$ cat config.mk
export PLATFORM = sky130hd
export DESIGN_NAME = alu_exec_stage
export DESIGN_NICKNAME = d
export VERILOG_FILES = /design/src/rtl/alu_pkg.sv /design/src/rtl/alu_core.sv /design/src/rtl/alu_exec_stage.sv
export SDC_FILE = /design/constraint.sdc
export NUM_CORES = 1
export LEC_CHECK = 0
export ABC_AREA = 1
export BUFFER_PORTS_ARGS = -buffer_cell sky130_fd_sc_hd__buf_4
export CORE_MARGIN = 2
export CORE_UTILIZATION = 53
export DETAILED_ROUTE_END_ITERATION = 10
export PLACE_DENSITY = 0.78
export SLEW_MARGIN = 20
export SYNTH_ARGS = -nofsm -noshare
export SYNTH_HDL_FRONTEND = slang
export SYNTH_SLANG_ARGS = --single-unit
$ cat constraint.sdc
create_clock -name clk -period 3.1 [get_ports clk]
set_clock_uncertainty 0.15 [all_clocks]
set_input_delay 0.465 -clock clk [delete_from_list [all_inputs] [get_ports clk]]
set_output_delay 0.465 -clock clk [all_outputs]
set_load 0.005 [all_outputs]
$ cat src/rtl/alu_pkg.sv
// Shared op codes and occupancy states for the ALU execute stage.
package alu_pkg;

  localparam logic [2:0] ALU_ADD = 3'b000;
  localparam logic [2:0] ALU_SUB = 3'b001;
  localparam logic [2:0] ALU_AND = 3'b010;
  localparam logic [2:0] ALU_OR  = 3'b011;
  localparam logic [2:0] ALU_SLT = 3'b101;

  typedef enum logic [1:0] {
    ST_EMPTY = 2'b00,
    ST_ONE   = 2'b01,
    ST_TWO   = 2'b10
  } occ_state_e;

endpackage

$ cat src/rtl/alu_core.sv
// Combinational ALU: result plus carry/overflow/illegal/zero/negative flags.
module alu_core
  import alu_pkg::*;
#(
  parameter int unsigned WIDTH = 32
) (
  input  logic [2:0]       ALUControl,
  input  logic [WIDTH-1:0] SrcA,
  input  logic [WIDTH-1:0] SrcB,
  output logic [WIDTH-1:0] result,
  output logic             carry,
  output logic             overflow,
  output logic             illegal_op,
  output logic             zero,
  output logic             negative
);

  logic [WIDTH-1:0] b_eff;
  logic             cin;
  logic [WIDTH:0]   sum;
  logic             ovf_raw;

  // One shared adder; SUB and SLT both evaluate A + ~B + 1.
  always_comb begin
    b_eff = SrcB;
    cin   = 1'b0;
    if (ALUControl == ALU_SUB || ALUControl == ALU_SLT) begin
      b_eff = ~SrcB;
      cin   = 1'b1;
    end
    sum     = {1'b0, SrcA} + {1'b0, b_eff} + {{WIDTH{1'b0}}, cin};
    ovf_raw = (SrcA[WIDTH-1] == b_eff[WIDTH-1]) & (sum[WIDTH-1] != SrcA[WIDTH-1]);
  end

  always_comb begin
    result     = '0;
    carry      = 1'b0;
    overflow   = 1'b0;
    illegal_op = 1'b0;
    case (ALUControl)
      ALU_ADD, ALU_SUB: begin
        result   = sum[WIDTH-1:0];
        carry    = sum[WIDTH];
        overflow = ovf_raw;
      end
      ALU_AND: result = SrcA & SrcB;
      ALU_OR:  result = SrcA | SrcB;
      ALU_SLT: result = {{(WIDTH-1){1'b0}}, sum[WIDTH-1] ^ ovf_raw};
      default: illegal_op = 1'b1;
    endcase
    zero     = (result == '0);
    negative = result[WIDTH-1];
  end

endmodule

$ cat src/rtl/alu_exec_stage.sv
// Registered ALU execute stage with valid/ready handshakes and a 2-entry skid buffer.
module alu_exec_stage
  import alu_pkg::*;
#(
  parameter int unsigned WIDTH = 32
) (
  input  logic             clk,
  input  logic             rst,
  input  logic             in_valid,
  output logic             in_ready,
  input  logic [2:0]       ALUControl,
  input  logic [WIDTH-1:0] SrcA,
  input  logic [WIDTH-1:0] SrcB,
  output logic             out_valid,
  input  logic             out_ready,
  output logic [WIDTH-1:0] ALUResult,
  output logic             Zero,
  output logic             Negative,
  output logic             Carry,
  output logic             Overflow,
  output logic             IllegalOp
);

  // Flag bundle order: {illegal, overflow, carry, negative, zero}
  logic [WIDTH-1:0] core_result;
  logic [4:0]       core_flags;
  logic             core_carry, core_ovf, core_ill, core_zero, core_neg;

  alu_core #(
    .WIDTH(WIDTH)
  ) u_core (
    .ALUControl(ALUControl),
    .SrcA      (SrcA),
    .SrcB      (SrcB),
    .result    (core_result),
    .carry     (core_carry),
    .overflow  (core_ovf),
    .illegal_op(core_ill),
    .zero      (core_zero),
    .negative  (core_neg)
  );

  assign core_flags = {core_ill, core_ovf, core_carry, core_neg, core_zero};

  occ_state_e       state_q, state_d;
  logic             in_ready_q;
  logic [WIDTH-1:0] main_result_q, skid_result_q;
  logic [4:0]       main_flags_q, skid_flags_q;
  logic             in_fire;
  logic             load_main, main_from_skid, load_skid;

  assign in_fire = in_valid & in_ready_q;

  always_comb begin
    state_d        = state_q;
    load_main      = 1'b0;
    main_from_skid = 1'b0;
    load_skid      = 1'b0;
    case (state_q)
      ST_EMPTY: begin
        if (in_fire) begin
          state_d   = ST_ONE;
          load_main = 1'b1;
        end
      end
      ST_ONE: begin
        if (in_fire && out_ready) begin
          load_main = 1'b1;
        end else if (in_fire) begin
          state_d   = ST_TWO;
          load_skid = 1'b1;
        end else if (out_ready) begin
          state_d = ST_EMPTY;
        end
      end
      ST_TWO: begin
        if (out_ready) begin
          state_d        = ST_ONE;
          main_from_skid = 1'b1;
        end
      end
      default: state_d = ST_EMPTY;
    endcase
  end

  // in_ready comes from a flop fed by next state, so out_ready never reaches it combinationally.
  always_ff @(posedge clk) begin
    if (rst) begin
      state_q       <= ST_EMPTY;
      in_ready_q    <= 1'b1;
      main_result_q <= '0;
      main_flags_q  <= '0;
      skid_result_q <= '0;
      skid_flags_q  <= '0;
    end else begin
      state_q    <= state_d;
      in_ready_q <= (state_d != ST_TWO);
      if (load_main) begin
        main_result_q <= core_result;
        main_flags_q  <= core_flags;
      end else if (main_from_skid) begin
        main_result_q <= skid_result_q;
        main_flags_q  <= skid_flags_q;
      end
      if (load_skid) begin
        skid_result_q <= core_result;
        skid_flags_q  <= core_flags;
      end
    end
  end

  assign in_ready  = in_ready_q;
  assign out_valid = (state_q != ST_EMPTY);
  assign ALUResult = main_result_q;
  assign Zero      = main_flags_q[0];
  assign Negative  = main_flags_q[1];
  assign Carry     = main_flags_q[2];
  assign Overflow  = main_flags_q[3];
  assign IllegalOp = main_flags_q[4];

endmodule

Word-level counts from Yosys, hierarchy flattened
Index checks and enable logic that the tools add are counted.
Word-level totals
  register bits after elaboration: 77
  output and inout bits: 39
Cells by class
  add/sub/neg operators: 2
  equality and inequality tests: 9
  muxes and demuxes: 23
  bitwise logic cells: 6
  reductions and logical operators: 9
Operator list (number)
  $pmux W32 S4: 1
  $mux W32: 3
  $add A32 B32 Y33: 1
  $add A33 B1 Y33: 1
  $and A32 B32 Y32: 1
  $logic_not A32 Y1: 1
  $not A32 Y32: 1
  $or A32 B32 Y32: 1
  $mux W1: 10
  $mux W2: 5
  $mux W5: 2
  $eq A3 B2 Y1 const B: 2
  $pmux W2 S3: 1
  $reduce_or A5 Y1: 1
  $reduce_bool A2 Y1: 2
  $eq A3 B1 Y1 const B: 1
  $eq A3 B3 Y1 const B: 1
  $logic_not A3 Y1: 1
  $and A1 B1 Y1: 2
  $eq A2 B1 Y1 const B: 1
  $eq A2 B2 Y1 const B: 1
  $logic_not A2 Y1: 1
  $ne A2 B2 Y1 const B: 1
  $pmux W1 S2: 1
  6 further kinds: 6

Longest topological paths before layout
  word-level depth: 11
  gate-level depth with buffers: 23
  gate-level depth less buffers: 23

Modules after synthesis
From an unflattened synthesis, not the netlist that was laid out.
Second synthesis, totals
  cell total of the unflattened synthesis: 1293
  area total of the unflattened synthesis: 7542.2 sq um
By module, submodules not included
  alu_core: times used 1, cells each 777, area an instance 3931.3 sq um
  alu_exec_stage: times used 1, cells each 516, area an instance 3611.0 sq um

Worst setup path after synthesis
Ideal clock, no wire load.
  path kind: input port to flip-flop
  start: in ALUControl[0]
  end: reg main_flags_q[0]
  library setup time: 0.067 ns
  arrival: 2.997 ns
  setup slack: -0.115 ns
  stages: 20
  path buffers: 2
  cells stage by stage: buf_4 -> nand2_4 -> buf_1 -> xor2_1 -> ha_1 -> nand2_2 -> inv_1 -> a21oi_1 -> nand2_2 -> nand2_1 -> nand2_2 -> nand2_2 -> nand3_1 -> nand3_1 -> nand2_1 -> nor2_1 -> nand3_1 -> nor2_1 -> nand3_1 -> a21oi_2
On the way
  cells in the longest elaborated chain, start to end: 11
  elaborated cells on any way between the ends: 18
RTL lines
  start: declaration: line alu_exec_stage.sv:11  | input logic [2:0] ALUControl,
  $eq A3 B1 Y1 / $eq A3 B3 Y1 (equally long branches): line alu_core.sv:27, alu_core.sv:40
  $logic_or A1 B1 Y1: line alu_core.sv:27  | if (ALUControl == ALU_SUB || ALUControl == ALU_SLT) begin
  $mux W32: line alu_core.sv:27
  $add A32 B32 Y33: line alu_core.sv:31  | sum = {1'b0, SrcA} + {1'b0, b_eff} + {{WIDTH{1'b0}}, cin};
  $add A33 B1 Y33: line alu_core.sv:31
  $ne A1 B1 Y1: line alu_core.sv:32  | ovf_raw = (SrcA[WIDTH-1] == b_eff[WIDTH-1]) & (sum[WIDTH-1] != SrcA[WIDTH-1]);
  $and A1 B1 Y1: line alu_core.sv:32
  $xor A1 B1 Y1: line alu_core.sv:48  | ALU_SLT: result = {{(WIDTH-1){1'b0}}, sum[WIDTH-1] ^ ovf_raw};
  $pmux W32 S4 (*): line alu_core.sv:40  | case (ALUControl)
  $logic_not A32 Y1 (*): line alu_core.sv:51  | zero = (result == '0);
  $mux W5 (*): line alu_exec_stage.sv:98  | if (load_main) begin
  end signal: assignment: line alu_exec_stage.sv:100  | main_flags_q <= core_flags;
  end signal: assignment: line alu_exec_stage.sv:103  | main_flags_q <= skid_flags_q;
  end: declaration: line alu_exec_stage.sv:48  | logic [4:0] main_flags_q, skid_flags_q;
Every way passes the cells marked *; elsewhere a longest branch is shown, timed or not.
A chain may end at the register's enable or synchronous reset.

Worst setup path after layout
  start: in ALUControl[0]
  end: reg skid_flags_q[0]
On the way
  cells in the longest elaborated chain, start to end: 10
  elaborated cells on any way between the ends: 17
RTL lines
  $eq A3 B1 Y1 / $eq A3 B3 Y1 (equally long branches): line alu_core.sv:27, alu_core.sv:40
  $logic_or A1 B1 Y1: line alu_core.sv:27
  $mux W32: line alu_core.sv:27
  $add A32 B32 Y33: line alu_core.sv:31
  $add A33 B1 Y33: line alu_core.sv:31
  $ne A1 B1 Y1: line alu_core.sv:32
  $and A1 B1 Y1: line alu_core.sv:32
  $xor A1 B1 Y1: line alu_core.sv:48
  $pmux W32 S4 (*): line alu_core.sv:40
  $logic_not A32 Y1 (*): line alu_core.sv:51
  end signal: assignment: line alu_exec_stage.sv:107  | skid_flags_q <= core_flags;
  end: declaration: line alu_exec_stage.sv:48
Marks and branches as above.

==> results.yml <==
worst_setup_path:
  criticalPathCategory: "input pin to register"
  path_max_fanout: 8
  required_ps: 3220
  path_delay_family: "simple AND/OR/NAND/NOR gates"
  worst_ep_arrival_time_ps: 3130
  end_kind: "register"
  path_cells: "buf_4 -> nand2_8 -> buf_12 -> xor2_1 -> ha_1 -> nand2_4 -> inv_1 -> nand2_1 -> nand2_1 -> a21oi_2 -> buf_4 -> nand3b_1 -> nand3_2 -> nand3_1 -> nor3_2 -> nand2_1 -> nor2_2 -> nand2_1 -> a21oi_2"
  critical_path.most_common_cell: "sky130_fd_sc_hd__nand2_1"
  critical_path.startpoint_type: "input pin"
  cp_slowest_stage_delay_ps: 320
  crit_buf_inv: 4
  critical_path.slowest_cell: "sky130_fd_sc_hd__ha_1"
logic_synthesis:
  dominant_combinational_cell_family_by_area_after_synthesis: "simple AND/OR/NAND/NOR gates"
  synth-xor-area-share_pct: 3.90
  post_synthesis_mux_area_share_pct: 0
  mappedNetlistNets: 1265
  synth_sequential_area_ratio_pct: 21.5
  synthSimpleGateAreaFrac_pct: 33.0
  synth_compound_area_share_pct: 19.6
  ys_seq_elements: 75
  yosysUniqueCellTypes: 44
  synthesis.instances: 1155
  syn_avg_cell_area_um2: 6.03
  netlist_area_mm2: 0.00697
  synthAdderAreaFrac_pct: 7.11
  synth_warnings: 0
final_layout:
  layout.cell_area.non_filler_mm2: 0.00946
  final_common_cell: "sky130_fd_sc_hd__nand2_1"
  multi_input_area_mm2: 0.00476
  insertedDiodeCount: 0
  register_area_mm2: 0.00150
  final_layout_size_suffix_gt1_share_pct: 28.9
  post_route_non_filler_standard_cell_count: 1533
  final_cell_mix: "sky130_fd_sc_hd__nand2_1 (246), sky130_fd_sc_hd__buf_4 (226), sky130_fd_sc_hd__inv_1 (208)"
  post-route-util_pct: 74.4
  fillerInstances: 1066
  nets: 1467
  syn_to_final_growth_pct: 35.8
global_route:
  grt.overflow.total: 0
  global_route_met2_utilization_pct: 52.0
  grt_use_met3_pct: 3.33
  grt_first_pass_wirelength_um: 35000
  groute.layer.met1.usage_pct: 40.1
  grt_pass1_vias: 7319
  grt_use_total_pct: 30.4
  grt_antenna_before_repair: 0
  gr-max-usage-layer: "met2"
  grt_start_max_net_pins: 63
timing:
  timing.hold.ws_ps: 295
  timing.final.crit_share_pct: 97.3
  maxSlewHeadroom_pct: 33.4
  finalSetupViolations: 0
  timing_worst_slew_pin_value_ps: 998
  finalHoldViolations: 0
  post-route-min-period_ps: 3020
  slew_viol_final: 0
  maxClockFrequency_mhz: 332
power:
  switchingPower_w: 0.00136
  power_density_mw_per_mm2: 406
  power_frac_clock_pct: 28.0
  power.share.switching_pct: 35.5
  combPwrFrac_pct: 44.5
  seqPwrFrac_pct: 27.5
  total_power_w: 0.00384
  vdd.ir_drop.worst_mv: 0.289
  power_leakage_nw: 5.07
  cellInternalPower_w: 0.00247
place:
  dp_hpwl_um: 17100
  io_buffers: 109
  dpl-instance-area_mm2: 0.00869
  routabilityCongestion: 1.02
  post-place-cells: 1504
routing:
  vias_per_cell: 5.27
  antenna_left: 0
  drt_pass1_iterations: 5
  drc_violation_count_after_routing: 0
  postRouteWirelength_um: 22100
  dr.first_iter.drc_count: 734
  vias: 8081
  routedWlPerCell_um: 14.4
die:
  die_height_um: 119
  num_rows: 41
  floorplan.initialDensity_pct: 54.8
  coreArea_mm2: 0.0127
  chipWidth_um: 119
  die_footprint_mm2: 0.0141
  design.portCount: 110
run:
  cap_viol_max_count: 0
clock_tree:
  clockRootBuffer: "sky130_fd_sc_hd__clkbuf_16"
  htree_levels: 3
  clock_sink_count: 75
  number_of_buffers_on_the_longest_clock_path: 2
  cts_tree: "yes"
  insertion_delay_ps: 330
  clk_transition_reported_paths_ps: 50
  tritoncts.num_buffers: 9
  cts_hold_buf: 0
worst_hold_path:
  holdCritPathClass: "input pin to register"
run_status:
  status: "finished, final reports clean"
cells by family after synthesis:
group / after synthesis
adders and majority gates: 39
xor gates and xnor gates: 31
DFF: 75
AOI/OAI and AO/OA: 223
and+or+nand+nor: 516
buffers and inverters: 271
worst register-to-register path, stage by stage (launching register included):
cell                       delay [ps]
sky130_fd_sc_hd__dfxtp_1          340
sky130_fd_sc_hd__inv_1             70
sky130_fd_sc_hd__nor2_1           140
sky130_fd_sc_hd__inv_1             50
sky130_fd_sc_hd__nor2_1            90
sky130_fd_sc_hd__buf_4            160
sky130_fd_sc_hd__inv_1            250
sky130_fd_sc_hd__buf_12           270
sky130_fd_sc_hd__nand2_1           90
sky130_fd_sc_hd__o211ai_1         100
sky130_fd_sc_hd__o211ai_1         150
sky130_fd_sc_hd__inv_1             70
final timing paths:
check / start / to / slack [ps] / cells after the start
max: ALUControl[0] / skid_flags_q[0] / 80 / 19
min: ALUControl[2] / skid_flags_q[4] / 300 / 3
max reg2reg: state_q[1] / ALUResult[23] / 1050 / 11
min reg2reg: main_flags_q[3] / main_flags_q[3] / 310 / 2
stage by stage:
| step | setup TNS [ps] | worst slack [ps] |
|---|---|---|
| 6_report | 0 | 84.8 |
| 5_1_grt | -138 | -88.3 |
| 3_3_place_gp | -4410 | -385 |
| 4_1_cts | 0 | 46.7 |
| 2_1_floorplan | 0 | 96.0 |
| 3_5_place_dp | -4410 | -366 |
cell usage after synthesis (all sizes together):
cell type  instances  area, um2
a211oi             2       15.0
a21o               1       7.51
a21oi             78        405
a221oi             5       43.8
a22o               1       8.76
a311oi             1       8.76
a31oi             15       93.8
and2               1       6.26
buf               14       66.3
clkbuf            27        101
clkinv             1       3.75
dfxtp             75       1500
fa                 1       20.0
ha                38        475
inv              229        860
nand2            302       1230
nand3             75        408
nand3b             7       52.6
nand4              6       37.5
nor2             106        428
nor3              13       91.3
nor3b              1       7.51
nor4               1       12.5
o211ai            68        510
o21a               2       15.0
o21ai             47        235
o21bai             3       22.5
or2                4       25.0
xnor2             11       96.3
xor2              20        175
power groups by stage:
stage / clock network (W) / registers [W] / logic (W)
floorplan: 0 / 0.00107 / 0.000886
global placement: 0 / 0.00107 / 0.00152
finish: 0.00107 / 0.00106 / 0.00171
detailed placement: 0 / 0.00107 / 0.00153
global route: 0.00113 / 0.00106 / 0.00188
CTS: 0.00108 / 0.00105 / 0.00156
sequential cells by signal, summed over array words and instances (netlist names):
register / flops
skid_result_q: 31
ALUResult: 31
in_ready: 1
skid_flags_q: 5
main_flags_q: 5
state_q: 2
final cells by class:
| class | count | area share [%] |
|---|---|---|
| clock buffer | 14 | 3.00 |
| clock inverter | 1 | 0.317 |
| inverter | 230 | 9.21 |
| multi-input combinational | 810 | 50.4 |
| sequential | 75 | 15.9 |
| tap | 172 | 2.28 |
| timing repair buffer | 231 | 19.0 |
metal layers:
metal | vias to the layer above | part of all wire [%]
met4 | 0 | 2.1
met5 | - | 0
met3 | 35 | 6.0
met1 | 3679 | 44
li1 | 4100 | -
met2 | 267 | 48
timing repair:
action	in CTS	in global routing
buffers inserted	0	13
gates cloned	0	2
resized for setup	6	87
endpoints found under the setup margin	2	6
pin swaps	0	47
Note: power is estimated with default switching activity, not from simulation.
